[config.mk]
export PLATFORM = sky130hd
export DESIGN_NAME = vga_color_reporter
export DESIGN_NICKNAME = d
export VERILOG_FILES = /design/src/rtl/vga_color_reporter.sv
export SDC_FILE = /design/constraint.sdc
export NUM_CORES = 1
export LEC_CHECK = 0
export ABC_AREA = 1
export BUFFER_PORTS_ARGS = -buffer_cell sky130_fd_sc_hd__clkbuf_2
export CAP_MARGIN = 20
export CORE_AREA = 8 8 77 79
export DETAILED_ROUTE_END_ITERATION = 6
export DIE_AREA = 0 0 85 87
export PLACE_DENSITY = 0.79
export SYNTH_ARGS = -nofsm -noshare
export SYNTH_HDL_FRONTEND = slang
export SYNTH_SLANG_ARGS = --single-unit
[constraint.sdc]
create_clock -name CLK -period 2 [get_ports CLK]
set_input_delay 0.2 -clock CLK [delete_from_list [all_inputs] [get_ports CLK]]
set_output_delay 0.2 -clock CLK [all_outputs]
set_load 0.03 [all_outputs]
[src/rtl/vga_color_reporter.sv]
// Samples one pixel per VGA frame, classifies its colour as an ASCII code and
// hands it to the UART transmitter whenever the reported colour changes.
module vga_color_reporter #(
   parameter int SAMPLE_COL = 320,
   parameter int SAMPLE_ROW = 240
) (
   input  logic       CLK,
   input  logic       i_Reset,
   input  logic       i_HSync,
   input  logic       i_VSync,
   input  logic [2:0] i_Red,
   input  logic [2:0] i_Green,
   input  logic [2:0] i_Blue,
   input  logic       i_TX_Active,
   input  logic       i_TX_Done,
   output logic       o_TX_DV,
   output logic [7:0] o_TX_Byte,
   output logic       o_Sample_Valid
);

   typedef enum logic [1:0] {IDLE, SEND, WAIT} state_t;

   localparam logic [9:0] C_COL = 10'(SAMPLE_COL);
   localparam logic [9:0] C_ROW = 10'(SAMPLE_ROW);

   function automatic logic [7:0] classify(input logic [8:0] rgb);
      logic [7:0] code;
      case (rgb)
         9'o700:  code = 8'h31;
         9'o070:  code = 8'h32;
         9'o007:  code = 8'h33;
         9'o000:  code = 8'h30;
         default: code = 8'h3F;
      endcase
      return code;
   endfunction

   logic       r_HSync_d, r_VSync_d;
   logic [9:0] r_Col, r_Row;
   logic [8:0] r_Cap_RGB;
   logic       r_Frame_Hit, r_Sample_Valid;
   logic       r_Pending, r_None_Sent;
   logic [7:0] r_Pending_Code, r_Last_Sent, r_TX_Byte;
   state_t     r_State, w_Next;

   logic [9:0] w_Col;
   logic       w_Capture, w_EOF, w_Load, w_Send, w_TX_DV;
   logic [7:0] w_Code;

   // w_Col is the column index of the pixel present in the current cycle
   always_comb begin
      w_Col = r_Col;
      if (!r_HSync_d)
         w_Col = 10'd0;
      else if (r_Col != 10'h3FF)
         w_Col = r_Col + 10'd1;
   end

   assign w_Capture = i_HSync & i_VSync & (w_Col == C_COL) & (r_Row == C_ROW);
   assign w_EOF     = ~i_VSync & r_VSync_d;
   assign w_Code    = classify(r_Cap_RGB);
   assign w_Load    = w_EOF & r_Frame_Hit & ((w_Code != r_Last_Sent) | r_None_Sent);
   assign w_Send    = (r_State == SEND) & ~i_TX_Active;

   always_ff @(posedge CLK or posedge i_Reset) begin
      if (i_Reset) begin
         r_HSync_d      <= 1'b0;
         r_VSync_d      <= 1'b0;
         r_Col          <= 10'd0;
         r_Row          <= 10'd0;
         r_Cap_RGB      <= 9'd0;
         r_Frame_Hit    <= 1'b0;
         r_Sample_Valid <= 1'b0;
      end else begin
         r_HSync_d <= i_HSync;
         r_VSync_d <= i_VSync;
         if (i_HSync)
            r_Col <= w_Col;
         if (!i_VSync)
            r_Row <= 10'd0;
         else if (!i_HSync && r_HSync_d && r_Row != 10'h3FF)
            r_Row <= r_Row + 10'd1;
         if (w_Capture) begin
            r_Cap_RGB      <= {i_Red, i_Green, i_Blue};
            r_Frame_Hit    <= 1'b1;
            r_Sample_Valid <= 1'b1;
         end else if (w_EOF) begin
            r_Frame_Hit <= 1'b0;
         end
      end
   end

   // A fresh end-of-frame load wins over the clear caused by a send
   always_ff @(posedge CLK or posedge i_Reset) begin
      if (i_Reset) begin
         r_Pending      <= 1'b0;
         r_Pending_Code <= 8'h00;
         r_Last_Sent    <= 8'h00;
         r_None_Sent    <= 1'b1;
         r_TX_Byte      <= 8'h00;
         r_State        <= IDLE;
      end else begin
         r_State <= w_Next;
         if (w_Load) begin
            r_Pending      <= 1'b1;
            r_Pending_Code <= w_Code;
         end else if (w_Send) begin
            r_Pending <= 1'b0;
         end
         if (w_Send) begin
            r_Last_Sent <= r_TX_Byte;
            r_None_Sent <= 1'b0;
         end
         if (r_State == IDLE && w_Next == SEND)
            r_TX_Byte <= r_Pending_Code;
      end
   end

   // SEND falls back to IDLE if the UART went busy, so DV never overlaps Active
   always_comb begin
      w_Next  = r_State;
      w_TX_DV = 1'b0;
      case (r_State)
         IDLE: if (r_Pending && !i_TX_Active) w_Next = SEND;
         SEND: begin
            if (i_TX_Active) begin
               w_Next = IDLE;
            end else begin
               w_TX_DV = 1'b1;
               w_Next  = WAIT;
            end
         end
         WAIT: if (i_TX_Done) w_Next = IDLE;
         default: w_Next = IDLE;
      endcase
   end

   assign o_TX_DV        = w_TX_DV;
   assign o_TX_Byte      = r_TX_Byte;
   assign o_Sample_Valid = r_Sample_Valid;

endmodule

; ---- Word-level counts from Yosys, hierarchy flattened
; Index checks and enable logic that the tools add are counted.
[totals]
inputBits = 15
word_cells = 62
reg_bits = 61
out_inout_bits = 10
[op_classes]
n_eq_ne = 12
n_reduce_logical = 10
n_addsub = 2
muxes = 15
n_bitwise = 10
[op_table]
columns = operator, count
row1 = 10-bit two-way mux, 4
row2 = 10-bit by 1-bit adder with 10-bit output (second input constant), 2
row3 = 10-bit != test (second input constant), 2
row4 = 4-bit one-hot mux with 4 select lines, 1
row5 = 10-bit by 8-bit == test with 1-bit output (second input constant), 1
row6 = 10-bit by 9-bit == test with 1-bit output (second input constant), 1
row7 = 9-bit by 3-bit == test with 1-bit output (second input constant), 1
row8 = 9-bit by 6-bit == test with 1-bit output (second input constant), 1
row9 = 9-bit == test (second input constant), 1
row10 = 9-bit zero test, 1
row11 = 8-bit != test, 1
row12 = 1-bit bitwise AND, 7
row13 = 1-bit two-way mux, 6
row14 = 2-bit two-way mux, 3
row15 = 2-bit one-hot mux with 3 select lines, 1
row16 = 2-bit by 1-bit == test with 1-bit output (second input constant), 2
row17 = 1-bit logical AND, 4
row18 = 2-bit nonzero test, 2
row19 = 2-bit == test (second input constant), 1
row20 = 1-bit zero test, 2
row21 = 2-bit zero test, 1
row22 = 2-bit by 1-bit != test with 1-bit output (second input constant), 1
row23 = 1-bit inverter, 2
row24 = 1-bit OR, 1

; ---- Logic depth before layout (Yosys ltp)
; Gate-level depths: netlist of the first run.
[depth]
ltp_word = 7
depth_mapped = 14
ltp_nobuf = 13

; ---- Least setup slack after synthesis of the first run
; No wires, ideal clock.
[synth_timing]
path_type = reg2reg
from = register r_State[1]
to = register r_Last_Sent[1]
stages_incl_launch_ff = 5
period_less_slack_ns = 1.921
setup_time_ns = 0.119
arrival_time_ns = 1.802
path_buffers = 0
required_ns = 1.881
path_slack_ns = 0.079
path_cell_list = dfrtp_1 -> nor3_1 -> inv_1 -> nand2_1 -> nand2_1
[synth_between]
elab_chain_cells = 2
[synth_rtl]
columns = element, line
row1 = from (decl), 44  ; state_t r_State, w_Next;
row2 = from (signal assigned), 103  ; r_State <= w_Next;
row3 = 2-bit by 1-bit == test with 1-bit output, 63  ; assign w_Send = (r_State == SEND) & ~i_TX_Active;
row4 = 1-bit bitwise AND, 63
row5 = to (signal assigned), 111  ; r_Last_Sent <= r_TX_Byte;
row6 = to (decl), 43  ; logic [7:0] r_Pending_Code, r_Last_Sent, r_TX_Byte;
; No other way between the ends.
; A chain may end at the register's enable or synchronous reset.

; ---- Final worst setup path of the first run
[layout_timing]
from = register r_Col[1]
to = register r_Cap_RGB[3]
[layout_between]
elab_chain_cells = 6
elab_cells_between_ends = 7
cone_classes = add/sub: 1 / eq/ne: 2 / mux: 2 / bitwise: 2
[layout_rtl]
columns = element, line
row1 = from (decl), 39  ; logic [9:0] r_Col, r_Row;
row2 = from (signal assigned), 78  ; r_Col <= w_Col;
row3 = 10-bit by 1-bit adder with 10-bit output or 10-bit != test (tied branches), "56, 55"
row4 = 10-bit two-way mux *, 55  ; else if (r_Col != 10'h3FF)
row5 = 10-bit two-way mux *, 53  ; if (!r_HSync_d)
row6 = 10-bit by 9-bit == test with 1-bit output *, 59  ; assign w_Capture = i_HSync & i_VSync & (w_Col == C_COL) & (r_Row == C_ROW);
row7 = 1-bit bitwise AND * (2 in series), 59
row8 = to (signal assigned), 84  ; r_Cap_RGB <= {i_Red, i_Green, i_Blue};
row9 = to (decl), 40  ; logic [8:0] r_Cap_RGB;
; Mark *: on every way between the ends. The rest lies on a longest branch, timed or not.

==> results.txt, run 1 <==
Final setup viols -> 0
Synth top area share -> 44.6%
1st-iter DRT viols -> 115
Yosys warning total -> 0
CTS Hold Buffers Added -> 0
Fin. Hold Viols -> 0
DRC Markers -> 0
fraction of layout cells with a size suffix above 1 -> 21.5%
leading area contributor after synthesis -> dfrtp_1
Synth area leaders -> dfrtp_1, nand2_1, inv_1
Via density -> 5.26
final std cells w/o fill -> 447
hpwl dp -> 3.88 mm
Antenna diodes -> 0
LEAKAGE -> 1.57 nW
CTS Buf Count -> 5
Post-Route Skew -> 6.63 ps
max-slew violations -> 0
TritonCTS clock tree -> done
GRT overflow -> 0
I/O pin count -> 25
fmax -> 511 MHz
Required @ worst endpoint -> 2250 ps
initial antenna violation count -> 0
sequential element share of the synthesized area -> 45.6%
crit path time final -> 1960 ps
clock-pin slew on the worst setup and hold paths -> 90 ps
total wire length -> 5.68 mm
DR vias -> 2350
CP Class -> reg2reg
Fin Hold WS -> 17.5 ps
row count -> 26
largest net degree at the start of global routing -> 50
clock sinks -> 49
Cells after DPL -> 429
Max-slew headroom -> 58.9%
Area growth syn-to-layout -> 16.3%
clk root buf -> clkbuf_8
Hold Crit Class -> in2async
Final Core Density -> 64.6%
slowest CP cell -> dfrtp_1
Seq cells post-synth -> 49
latest clock arrival within the worst-skew pair -> 300 ps
RePlAce Congestion -> 0.869
Setup crit start kind -> flip-flop
WL/cell -> 12.7 um
remaining antenna violation count after routing -> 0
PortBufs -> 22
Core Region -> 0.00485 mm2
DR pass1 iterations -> 6
max cap viols -> 0
CTS max path bufs -> 2
die span in y -> 87 um
Netlist cell types -> 33
mapped cell area -> 0.00269 mm2
Final Cycle Share -> 97.9%
final instance area -> 0.00313 mm2
first-pass GRT wire length -> 9.62 mm
Post-DP Area -> 0.00285 mm2
H-tree depth -> 2
ys async rst share -> 100%
crit-path cells -> ha_2 > nand2_4 > nor2_4 > nand3_4 > inv_4 > nand2_1 > nand3_2 > nand2_4 > nor2_4 > nand3_4 > nand2_2 > nand2_1 > inv_1
Worst VDD drop -> 526 uV
Initial Util -> 55.6%
pre-CTS WS -> -14.0 ps
Crit path largest cell delay -> 400 ps
top cells by count, synth -> nand2_1, inv_1, dfrtp_1, nor2_1, nand3_1
total track usage -> 15.9%
most common cell in the netlist -> nand2_1
vias in the first global route -> 2255
PwrDens -> 706 mW/mm2
Final #Nets -> 408
# fillers -> 402
Arrival @ worst endpoint -> 2210 ps
RSZ-0062 raised after global routing -> yes
ys flop type -> dfrtp_1
final worst slack -> 41.9 ps
actual slew at the worst max-slew pin -> 617 ps
critical path capture point type -> flip-flop
die area -> 0.00740 mm2
number of synthesized flops with an enable pin -> 0
Die X -> 85 um
outcome -> completed
Syn Inst Count -> 354
reg2reg path depth -> 13
Avg Cell Area, Syn -> 7.61 um2
Max Fanout on Critical Path -> 8
-- cells in the final DEF (no fill, tap or decap), types with 2 or more instances in the layout --
| master | n |
|---|---|
| ha_1 | 2 |
| nand3_4 | 4 |
| clkbuf_8 | 5 |
| nand2_2 | 16 |
| nand2_1 | 87 |
| nor2_2 | 3 |
| bufinv_16 | 2 |
| o22ai_1 | 2 |
| buf_4 | 10 |
| a21oi_1 | 4 |
| nor2_4 | 6 |
| nor3_1 | 10 |
| inv_1 | 61 |
| o21ai_1 | 5 |
| xor2_1 | 2 |
| o21ai_0 | 18 |
| clkbuf_2 | 22 |
| nand4_1 | 13 |
| and3_1 | 2 |
| nand2_4 | 2 |
| nand3_1 | 21 |
| inv_2 | 5 |
| nor2_1 | 23 |
| conb_1 | 2 |
| dfrtp_1 | 48 |
-- worst max-delay path: cells and delay by family, from the launching register on --
family	cells	cell delay, ps
flops	1	400
fa+ha+maj	1	220
simple gates	10	1140
buf+inv	2	160
-- per-stage QoR --
stage / TNS, ps / total power, mW
after detailed placement: -19.0 / 1.35
after floorplan: 0 / 1.29
final: 0 / 2.21
after global routing: -745 / 2.30
after global placement: 0 / 1.35
after CTS: 0 / 2.22
-- cells by family after synthesis --
logic type / after synthesis / synth area share [%]
AND/OR/NAND/NOR: 188 / 33.7
buffers and inverters: 76 / 11.6
flip-flops: 49 / 45.6
AO/OA/AOI/OAI: 34 / 6.64
XOR/XNOR: 3 / 0.976
adder cells (fa/ha/maj): 3 / 1.39
other: 1 / 0.139
-- layout make-up --
cell class / instances / area, um2 / share of cell area [%]
inverter: 68 / 258 / 8.23
sequential: 49 / 1230 / 39.2
multi-input combinational: 233 / 1240 / 39.7
clock buffer: 5 / 68.8 / 2.20
timing repair buffer: 33 / 196 / 6.27
tap: 56 / 70.1 / 2.24
clock inverter: 3 / 68.8 / 2.20
-- what timing repair did --
| action | 4_1_cts | 5_1_grt |
|---|---|---|
| setup endpoints to repair | 9 | 14 |
| pin swaps | 2 | 7 |
| buffers inserted | 5 | 2 |
| gates resized for setup | 1 | 16 |
| cloned | 2 | 1 |
-- power breakdown --
part / switching, mW / internal (mW) / leakage (nW)
sequential: 0.0391 / 1.04 / 0.610
combinational: 0.189 / 0.0906 / 0.889
clock: 0.352 / 0.504 / 0.0687
total: 0.580 / 1.63 / 1.57
-- routing by layer --
layer  part of all wire [%]  global-route usage, %
met5                      0                      0
met4                    2.0                   7.44
met3                    3.8                   3.21
met2                     51                   28.0
met1                     43                   18.0
-- path summary, 6_finish.rpt --
| check | startpoint | to | slack (ps) |
|---|---|---|---|
| min | i_Reset | r_Col[9] | 20 |
| max | r_Col[1] | r_Cap_RGB[3] | 40 |
| max reg2reg | r_Col[1] | r_Cap_RGB[3] | 40 |
| max in group asynchronous | i_Reset | r_Pending_Code[1] | 1560 |
| min in group CLK | i_TX_Done | r_State[1] | 60 |
| min reg2reg | r_None_Sent | r_None_Sent | 460 |
-- registers in the layout, indices dropped and copies added (netlist names), 2 cells and up --
name and count:
r_Col 10, r_Row 10, r_Cap_RGB 9, o_TX_Byte 4, r_Last_Sent 4, r_Pending_Code 4
r_State 2
Note: power is estimated with default switching activity, not from simulation.
==> inputs of run 2 (changes only) <==
CORE_AREA = 8 8 88 70   (was 8 8 77 79)
DIE_AREA = 0 0 96 78   (was 0 0 85 87)
==> run 2 against run 1 <==
Effect of this change: clock power decreased by 27%; largest power group unchanged; combinational power increased by 8.6%; flip-flop and latch count unchanged; sequential power about the same; critical path depth unchanged; clock skew increased by 8.7 ps; cell count increased by 1.1%; largest cell class is now flip-flops and latches.
==> results.txt, run 2 (synthesis gave the netlist of run 1 again) <==
largest net degree at the start of global routing -> 50
setup_tns -> 0 ps
CTS max path bufs -> 2
total wire length -> 5.79 mm
remaining antenna violation count after routing -> 0
Largest regs -> r_Col x10, r_Row x10, r_Cap_RGB x9
H-tree depth -> 2
max cap viols -> 0
Most common cell on crit path -> nand2_1
Core Region -> 0.00476 mm2
Fin. Hold Viols -> 0
critical path capture point type -> flip-flop
# fillers -> 411
I/O pin count -> 25
most common cell after layout, fill and taps aside -> nand2_1
WL/cell -> 12.8 um
DR vias -> 2313
clk root buf -> clkbuf_8
fraction of layout cells with a size suffix above 1 -> 20.7%
clock-pin slew on the worst setup and hold paths -> 110 ps
Max-slew headroom -> 59.8%
DRC Markers -> 0
actual slew at the worst max-slew pin -> 602 ps
PwrDens -> 648 mW/mm2
Cells after DPL -> 437
Via density -> 5.12
CP Buf/Inv Count -> 1
Final Cycle Share -> 97.1%
hpwl dp -> 4.07 mm
CTS Buf Count -> 5
Die X -> 96 um
initial antenna violation count -> 0
Final setup viols -> 0
DR pass1 iterations -> 4
Crit path largest cell delay -> 400 ps
first-pass GRT wire length -> 9.56 mm
most frequent cells in the layout -> nand2_1, inv_1, dfrtp_1, nor2_1, clkbuf_2
crit-path leading delay family -> simple AND/OR/NAND/NOR gates
PortBufs -> 22
die area -> 0.00749 mm2
vias in the first global route -> 2173
RSZ-0062 raised after global routing -> yes
latest clock arrival within the worst-skew pair -> 310 ps
Max Fanout on Critical Path -> 8
Worst VDD drop -> 548 uV
die span in y -> 78 um
slowest CP cell -> dfrtp_1
total track usage -> 15.6%
crit path time final -> 1940 ps
row count -> 22
crit-path cells -> ha_4 > nand2_4 > nor2_4 > nand3_4 > nand2_1 > o21ai_1 > nand2_1 > nand2_2 > nor2_4 > nand3_2 > nand2_2 > nand2_1 > inv_1
fmax -> 515 MHz
Required @ worst endpoint -> 2250 ps
GRT overflow -> 0
Antenna diodes -> 0
final std cells w/o fill -> 452
Final #Nets -> 409
clock sinks -> 49
Initial Util -> 56.6%
TritonCTS clock tree -> done
Hold Crit Class -> in2async
max-slew violations -> 0
Arrival @ worst endpoint -> 2200 ps
Area growth syn-to-layout -> 15.0%
CP Class -> reg2reg
Setup crit start kind -> flip-flop
1st-iter DRT viols -> 119
LEAKAGE -> 1.55 nW
outcome -> completed
Post-Route Skew -> 15.4 ps
RePlAce Congestion -> 0.916
[run 2: layer usage]
layer | global-route usage [%] | part of all wire [%]
met4 | 3.52 | 1.4
met2 | 24.2 | 47
met3 | 3.46 | 5.3
met5 | 0 | 0
met1 | 21.4 | 47
[run 2: cell type report]
class,count,area [um2],area share (%)
timing repair buffer,35,215,6.95
clock buffer,5,68.8,2.22
multi-input combinational,232,1230,39.6
tap,60,75.1,2.42
sequential,49,1230,39.6
clock inverter,3,25.0,0.808
inverter,68,258,8.32
[run 2: path summary, 6_finish.rpt]
kind                       slack, ps           endpoint               from  depth (start not counted)
max                               60       r_Cap_RGB[6]           r_Col[1]                         13
min                               20        r_Frame_Hit            i_Reset                          3
max reg2reg                       60       r_Cap_RGB[6]           r_Col[1]                         13
min reg2reg                      460  r_Pending_Code[4]  r_Pending_Code[4]                          2
max in group asynchronous       1560           r_Col[2]            i_Reset                          3
min in group CLK                  50         r_State[1]          i_TX_Done                          2
[run 2: what timing repair did]
item,4_1_cts,5_1_grt
hold buffers,0,0
endpoints found under the setup margin,0,14
gates resized for setup,0,13
buffers inserted,0,5
[run 2: where the power goes]
| part | leakage, nW | internal, mW | switching (mW) |
|---|---|---|---|
| combinational | 0.894 | 0.110 | 0.194 |
| clock | 0.0452 | 0.256 | 0.367 |
| sequential | 0.610 | 1.04 | 0.0414 |
[run 2: tightest hold or removal path: stages]
cell	delay, ps
clkbuf_2	80
inv_2	40
buf_4	490
[run 2: through the flow]
stage	total power, mW	area [um2]	setup WS (ps)	util [%]	hold WS, ps
after floorplan	1.29	2700	78.9	-	231
after global placement	1.36	2890	115	60.6	383
after detailed placement	1.37	2890	27.8	60.6	383
after CTS	1.98	2980	2.37	62.6	45.0
after global routing	2.10	3100	-72.2	65.0	58.0
final	2.01	3100	57.6	65.0	23.0
